**config.mk**
```make
export PLATFORM = sky130hd
export DESIGN_NAME = seq_multiplier
export DESIGN_NICKNAME = d
export VERILOG_FILES = /design/src/rtl/seq_multiplier_pkg.sv /design/src/rtl/seq_multiplier_adder_n.sv /design/src/rtl/seq_multiplier.sv
export SDC_FILE = /design/constraint.sdc
export NUM_CORES = 1
export LEC_CHECK = 0
export ABC_AREA = 1
export CORE_AREA = 2 2 103 105
export DETAILED_ROUTE_END_ITERATION = 8
export DIE_AREA = 0 0 105 107
export GPL_TIMING_DRIVEN = 0
export PLACE_DENSITY = 0.67
export SLEW_MARGIN = 15
export SYNTH_ARGS = -nofsm -noshare
export SYNTH_HDL_FRONTEND = slang
export SYNTH_SLANG_ARGS = --single-unit
```
**constraint.sdc**
```tcl
create_clock -name clk -period 10 [get_ports clk]
set_input_delay 3 -clock clk [delete_from_list [all_inputs] [get_ports clk]]
set_output_delay 3 -clock clk [all_outputs]
set_load 0.02 [all_outputs]
```
**src/rtl/seq_multiplier_pkg.sv**
```systemverilog
// Shared definitions for the sequential shift-add multiplier: FSM state
// encoding and the default operand width.
package seq_multiplier_pkg;

  localparam int N_DEFAULT = 16;

  typedef enum logic [1:0] {
    IDLE = 2'b00,
    RUN  = 2'b01,
    DONE = 2'b10
  } state_t;

endpackage

```
**src/rtl/seq_multiplier_adder_n.sv**
```systemverilog
// n-bit ripple-carry adder with carry-out; purely combinational, used for the
// accumulate step of the shift-add multiplier.
module adder_n
  import seq_multiplier_pkg::*;
#(
  parameter int n = N_DEFAULT
) (
  input  logic [n-1:0] x,
  input  logic [n-1:0] y,
  input  logic         cin,
  output logic [n-1:0] sum,
  output logic         cout
);

  logic [n:0] carry;

  assign carry[0] = cin;

  for (genvar i = 0; i < n; i++) begin : g_bit
    assign sum[i]     = x[i] ^ y[i] ^ carry[i];
    assign carry[i+1] = (x[i] & y[i]) | (carry[i] & (x[i] ^ y[i]));
  end

  assign cout = carry[n];

endmodule

```
**src/rtl/seq_multiplier.sv**
```systemverilog
// Unsigned sequential multiplier: one multiplier bit per clock, LSB first,
// producing an exact 2n-bit product after n RUN cycles.
module seq_multiplier
  import seq_multiplier_pkg::*;
#(
  parameter int n = N_DEFAULT
) (
  input  logic           clk,
  input  logic           rst_n,
  input  logic           start,
  input  logic [n-1:0]   a,
  input  logic [n-1:0]   b,
  output logic           busy,
  output logic           done,
  output logic [2*n-1:0] product
);

  localparam int CW = $clog2(n) + 1;

  state_t          state;
  state_t          state_nxt;
  logic [CW-1:0]   cnt;
  logic [n-1:0]    mcand;
  logic [n-1:0]    mplier;
  logic [2*n-1:0]  acc;
  logic [2*n-1:0]  acc_nxt;
  logic [n-1:0]    addend;
  logic [n-1:0]    sum;
  logic            carry;
  logic            last;
  logic            accept;

  assign last   = (cnt == CW'(n - 1));
  assign accept = start && ((state == IDLE) || (state == DONE));
  assign busy   = (state == RUN);
  assign done   = (state == DONE);

  // Add into the upper half, then shift {carry, acc} right by one.
  assign addend = mplier[0] ? mcand : '0;

  adder_n #(.n(n)) u_adder (
    .x    (acc[2*n-1:n]),
    .y    (addend),
    .cin  (1'b0),
    .sum  (sum),
    .cout (carry)
  );

  assign acc_nxt = (2*n)'({carry, sum, acc[n-1:0]} >> 1);

  always_comb begin
    state_nxt = state;
    case (state)
      IDLE:    if (start) state_nxt = RUN;
      RUN:     if (last)  state_nxt = DONE;
      DONE:    state_nxt = start ? RUN : IDLE;
      default: state_nxt = IDLE;
    endcase
  end

  always_ff @(posedge clk or negedge rst_n) begin
    if (!rst_n) begin
      state <= IDLE;
    end else begin
      state <= state_nxt;
    end
  end

  always_ff @(posedge clk or negedge rst_n) begin
    if (!rst_n) begin
      cnt     <= '0;
      mcand   <= '0;
      mplier  <= '0;
      acc     <= '0;
      product <= '0;
    end else if (accept) begin
      cnt    <= '0;
      mcand  <= a;
      mplier <= b;
      acc    <= '0;
    end else if (state == RUN) begin
      cnt    <= cnt + CW'(1);
      mplier <= mplier >> 1;
      acc    <= acc_nxt;
      // product only changes on the final RUN edge and otherwise holds
      if (last) product <= acc_nxt;
    end
  end

endmodule

```
==> impl_metrics.toml, run 1 <==
[yosys]
synth_compound_area_share_pct = 10.7
synth_top_family_by_area = "simple AND/OR/NAND/NOR gates"
ys_types = 22
synth-simple-area-share_pct = 17.7
synth_xor_area_share_pct = 0
synth_edf_count = 0
synth_cells = 457
synth_top_area_share_pct = 57.3
seq_area_frac_synth_pct = 57.3
synth_area_leaders = "dfrtp_1 57%, nand2_1 16%, fa_1 6.7%"
synth-adder-area-share_pct = 7.58
synth_area_sq_mm = 0.00445
async_flop_share_pct = 100
synthMuxAreaShare_pct = 0
ys_seq_elements = 102
ys.flop_type = "dfrtp_1"
synth_top_cell_by_area = "dfrtp_1"
syn_nets = 510
avgSynthCellArea_sq_um = 9.75
yosysWarningCount = 0

[cells_and_area]
regArea_sq_mm = 0.00255
n_antenna_cell = 0
final_layout_size_suffix_gt1_share_pct = 11.3
nets = 590
multi_input_area_sq_mm = 0.00160
nFillCells = 961
final_util_pct = 55.0
area_delta_synth_final_pct = 24.6

[run]
drv_cap = 0

[detailed_routing]
routed_wl_um = 8700
wl_per_cell_um = 12.8
dr.pass1.iters = 4
via_per_inst = 4.72
drc = 0
ant_nets = 0
vias = 3198
drt_iter0_markers = 106

[power]
leakagePower_nw = 2.62
power_mw = 1.64
irDropWorstVdd_mv = 0.103
p_per_area_mw_per_mm2 = 296

[global_routing]
grt_max_degree = 72
track_usage_pct = 16.5
overflow = 0
antenna_found_initial = 0
grt_pass1_wl_um = 14800
grt_pass1_vias = 3224

[floorplan]
die_w_um = 105
dieArea_sq_mm = 0.0112
num_io_pins = 69
dieHeight_um = 107
core_sq_mm = 0.0101
rows = 37
start_util_pct = 44.1

[clock_network]
cts_tree = "built"
clk_latency_ns = 0.36
cts_sinks = 102
cts_hold_buf = 0
cts_buffers = 9
clock_path_buffers = 2
post_cts_buffers = 0
cts_max_level = 3
clk_pin_slew_worst_paths_ns = 0.09
post_cts_resized = 0
root_buffer = "clkbuf_8"

[timing]
clock_skew_ns = 0.00860
fmax_mhz = 131
min_period_ns = 7.61
finalSetupViolations = 0
drv_slew = 0
min_period_over_period_pct = 76.1
fin_tns_setup_ns = 0
hold_viol = 0
worstMarginPinSlew_ns = 0.515
relSlewSlack_pct = 65.6
rsz0062_at_grt = "no"

[hold_path]
hold_path_class = "flip-flop to flip-flop"
min_from = "mplier[9]"

[placement]
port_buffers = 68
place.gp.congestion = 0.743
dp_hpwl_um = 6450

[worst_setup_path]
r2r_start = "mplier[0]"
crit_path_max_incr_delay_ns = 0.54
crit_type = "flip-flop to flip-flop"
endpoint_kind = "flip-flop"
path_cells = "clkbuf_1 > clkbuf_1 > nand2_1 > fa_1 > fa_1 > fa_1 > fa_1 > fa_1 > fa_1 > fa_1 > fa_1 > fa_1 > fa_1 > fa_1 > fa_1 > fa_1 > fa_1 > fa_1 > o22ai_1"
cp-startpoint = "mplier[0]"
arrival_ns = 7.83
cp.required_ns = 10.23
cp_slowest_cell = "fa_1"
crit_path_frequent_cell = "fa_1"
cp-start-kind = "flip-flop"
critPathMaxFanout = 10

[run_status]
status = "finished clean"
-- per-layer routing --
metal / track usage, % / part of all wire, % / vias up
met4: 5.43 / 1.4 / 0
met2: 28.4 / 51 / 59
li1: - / - / 1598
met1: 21.1 / 44 / 1529
met5: 0 / 0 / -
met3: 3.16 / 3.2 / 12
-- cell usage in the layout (no fill, tap or decap), types with 5 or more instances in the layout --
cell type	netlist	layout
nand2_1	187	187
o22ai_1	31	31
fa_1	15	15
clkbuf_8	0	10
clkdlybuf4s50_1	0	67
inv_1	40	40
dfrtp_1	102	102
o21ai_0	5	5
o21ai_1	9	9
nor2_1	6	6
buf_2	7	7
buf_6	6	7
o21ai_2	23	23
clkbuf_1	6	8
-- state kept, by name, indices dropped and copies added (netlist names) --
register	cells
product	32
cnt	5
acc	31
mcand	16
state	2
mplier	16
-- critical path: cells and delay by family (launching register included) --
family	cells	cell delay, ns
adder cells (fa/ha/maj)	15	6.06
buffers and inverters	2	0.80
flip-flops	1	0.33
AND/OR/NAND/NOR	1	0.15
AO/OA/AOI/OAI	1	0.10
-- stage by stage --
step | std cells | hold slack [ns] | setup slack (ns) | area, sq um
after CTS | 678 | 0.488 | 2.28 | 5550
after detailed placement | 662 | 0.465 | 2.32 | 5330
after floorplan | 457 | 0.449 | 3.01 | 4450
after global routing | 678 | 0.506 | 2.04 | 5550
after global placement | 661 | 0.462 | 2.15 | 5310
final | 678 | 0.482 | 2.39 | 5550
-- final cells by class --
| class | instances | area share [%] |
|---|---|---|
| buffer | 23 | 2.59 |
| clock buffer | 12 | 2.62 |
| sequential | 102 | 46.0 |
| timing repair buffer | 69 | 12.8 |
| multi-input combinational | 290 | 28.8 |
| clock inverter | 4 | 1.26 |
| tap | 136 | 3.07 |
| inverter | 42 | 2.84 |
-- cells by family (layout without fill, tap and decap cells) --
logic type / count (synthesis) / count (layout)
buffers and inverters: 65 / 150
flip-flops: 102 / 102
adder cells (fa/ha/maj): 18 / 18
AND/OR/NAND/NOR: 202 / 202
AO/OA/AOI/OAI: 70 / 70
-- cell usage after synthesis, types with 2 or more instances --
master,count
o21ai_0,5
o21ai_1,9
buf_1,3
nand3_1,3
buf_6,6
nand2_1,187
fa_1,15
nand2_2,3
buf_2,7
a21oi_1,2
inv_1,40
dfrtp_1,102
o22ai_1,31
inv_2,2
ha_1,3
clkbuf_1,6
o21ai_2,23
nor2_1,6
-- where the power goes --
group	total, mW	switching (mW)	internal [mW]	leakage (nW)
Sequential	0.655	0.0758	0.580	1.31
Clock	0.281	0.133	0.147	0.110
Combinational	0.705	0.410	0.295	1.20
Total	1.64	0.620	1.02	2.62
-- path summary, 6_finish.rpt --
path	end	slack, ns	cells after the start
hold / removal	mplier[9]	0.48	2
setup / recovery	acc[30]	2.39	19
min in group asynchronous	product[4]	2.50	1
setup reg to reg	acc[30]	2.39	19
hold reg to reg	mplier[9]	0.48	2
max in group asynchronous	mplier[15]	6.88	2
(Power assumes the default switching activity.)
==> run 2, diff against run 1 <==
--- a/config.mk
+++ b/config.mk
@@ -10,7 +10,7 @@
 export DETAILED_ROUTE_END_ITERATION = 8
 export DIE_AREA = 0 0 105 107
 export GPL_TIMING_DRIVEN = 0
-export PLACE_DENSITY = 0.67
+export PLACE_DENSITY = 0.7
 export SLEW_MARGIN = 15
 export SYNTH_ARGS = -nofsm -noshare
 export SYNTH_HDL_FRONTEND = slang
==> constraint.sdc (replaced) <==
create_clock -name clk -period 6.8 [get_ports clk]
set_input_delay 2.04 -clock clk [delete_from_list [all_inputs] [get_ports clk]]
set_output_delay 2.04 -clock clk [all_outputs]
set_load 0.02 [all_outputs]
==> run 2 against run 1 <==
- critical path depth did not move
- routed wire length rose by 1.6%
- first-iteration DRC count grew 58%
- register-to-register slack lost 2.2 ns
- die area is the same
- power rose by 48%
- sequential share of layout area down 0.37 points
- largest power group unchanged
==> impl_metrics.toml, run 2 (synthesis gave the netlist of run 1 again) <==
[run_status]
status = "finished clean"

[clock_network]
cts_max_level = 3
clk_pin_slew_worst_paths_ns = 0.10
clk_latency_ns = 0.36
root_buffer = "clkbuf_8"
cts_tree = "built"
clock_path_buffers = 2
cts_sinks = 102
cts_buffers = 9

[run]
drv_cap = 0

[cells_and_area]
stdcell_area_sq_mm = 0.00559
nets = 591
layout_commonest_cell = "nand2_1"
final_layout_size_suffix_gt1_share_pct = 13.6
nFillCells = 939
largest_register_ffs = 32
reg_top3 = "product (32), acc (31)"
area_delta_synth_final_pct = 25.6
n_antenna_cell = 0
regMostFlops = "product"
final_cell_mix = "187 x nand2_1, 102 x dfrtp_1, 67 x clkdlybuf4s50_1"

[placement]
dp_slack_ns = -0.426
port_buffers = 68
dp_hpwl_um = 6490
place_area_sq_mm = 0.00534
place.gp.congestion = 0.834

[global_routing]
grt_max_degree = 74
track_usage_pct = 16.7
overflow = 0
antenna_found_initial = 0
grt_pass1_wl_um = 15000
grt_pass1_vias = 3279

[detailed_routing]
dr.pass1.iters = 5
wl_per_cell_um = 13.0
drt_iter0_markers = 167
drc = 0
routed_wl_um = 8840
via_per_inst = 4.78
ant_nets = 0
vias = 3249

[worst_setup_path]
r2r_slack_ns = 0.17
r2r_start = "mplier[0]"
critPathMaxFanout = 10
cp.required_ns = 7.04
arrival_ns = 6.87
critPathCapture = "acc[30]"
cp-startpoint = "mplier[0]"
ff2ff_path_depth = 19
crit_type = "flip-flop to flip-flop"
reg2reg_to = "acc[30]"
cp-start-kind = "flip-flop"
endpoint_kind = "flip-flop"

[timing]
min_period_over_period_pct = 97.6
hold_viol = 0
fmax_mhz = 151
relSlewSlack_pct = 66.4
finalSetupViolations = 0
drv_slew = 0
worst_slack_ns = 0.166
min_period_ns = 6.63
fin_tns_setup_ns = 0
clock_skew_ns = 0.0112
worstMarginPinSlew_ns = 0.503
rsz0062_at_grt = "no"

[floorplan]
num_io_pins = 69
die_w_um = 105
core_sq_mm = 0.0101
dieHeight_um = 107
rows = 37
start_util_pct = 44.1
dieArea_sq_mm = 0.0112

[power]
clkPwrFrac_pct = 15.8
combPwrFrac_pct = 44.4
irDropWorstVdd_mv = 0.137
leakagePower_nw = 2.63
p_per_area_mw_per_mm2 = 434
intPower_mw = 1.49
p_sw_mw = 0.941
p_seq_share_pct = 39.8
switching_share_pct = 38.7

[hold_path]
hold_path_class = "flip-flop to flip-flop"
-- run 2: timing repair --
| item | CTS | global route |
|---|---|---|
| hold buffers | 0 | 0 |
| endpoints found under the setup margin | 5 | 4 |
| setup buffers | 0 | 1 |
| pin swaps | 1 | 1 |
| gates resized for setup | 11 | 3 |
-- run 2: worst min path at each step --
stage | start | slack (ns) | cells past startpoint | end
after CTS | mplier[6] | 0.49 | 2 | mplier[6]
after global routing | mcand[12] | 0.51 | 2 | mcand[12]
after global placement | mplier[6] | 0.46 | 2 | mplier[6]
final | mplier[6] | 0.49 | 2 | mplier[6]
after floorplan | mcand[0] | 0.45 | 2 | mcand[0]
after detailed placement | mplier[6] | 0.47 | 2 | mplier[6]
-- run 2: metal layers --
| metal | GRT usage (%) | part of all wire [%] | up-vias |
|---|---|---|---|
| li1 | - | - | 1595 |
| met5 | 0 | 0 | - |
| met3 | 2.61 | 3.3 | 18 |
| met1 | 20.3 | 44 | 1576 |
| met4 | 7.14 | 2.3 | 0 |
| met2 | 29.5 | 50 | 60 |
-- run 2: final cells by class --
type / instances / area [sq um] / area share, %
plain buffers: 23 / 176 / 3.15
clock buffers: 10 / 128 / 2.28
clock inverters: 6 / 70.1 / 1.25
inverters: 42 / 158 / 2.82
multi-input cells: 290 / 1620 / 29.0
flip-flops and latches: 102 / 2550 / 45.6
well taps: 136 / 170 / 3.04
repair buffers: 70 / 717 / 12.8
-- run 2: metrics by stage --
| stage | instances | util (%) | hold WS [ns] | power [mW] |
|---|---|---|---|---|
| final | 679 | 55.4 | 0.488 | 2.43 |
| after global routing | 679 | 55.4 | 0.510 | 2.63 |
| after CTS | 678 | 55.3 | 0.491 | 2.44 |
| after detailed placement | 662 | 52.9 | 0.465 | 2.03 |
| after global placement | 661 | 52.6 | 0.462 | 1.99 |
| after floorplan | 457 | - | 0.449 | 1.67 |
-- run 2: worst max-delay path: stages (launching register included) --
cell and delay, ns:
dfrtp_1 0.37, buf_8 0.13, clkbuf_16 0.15, nand2_1 0.09, fa_2 0.37, fa_2 0.34
fa_1 0.39, fa_2 0.35, fa_1 0.38, fa_1 0.38, fa_1 0.39, fa_2 0.35
fa_2 0.35, fa_1 0.39, fa_2 0.36, fa_2 0.36, fa_2 0.36, fa_2 0.34
fa_1 0.56, o22ai_1 0.10
-- run 2: power groups by stage --
stage / clock [mW] / combinational [mW] / sequential (mW)
2_1_floorplan: 0 / 0.640 / 1.03
3_3_place_gp: 0 / 1.02 / 0.970
3_5_place_dp: 0 / 1.06 / 0.978
4_1_cts: 0.392 / 1.08 / 0.967
5_1_grt: 0.419 / 1.21 / 0.994
6_report: 0.384 / 1.08 / 0.965
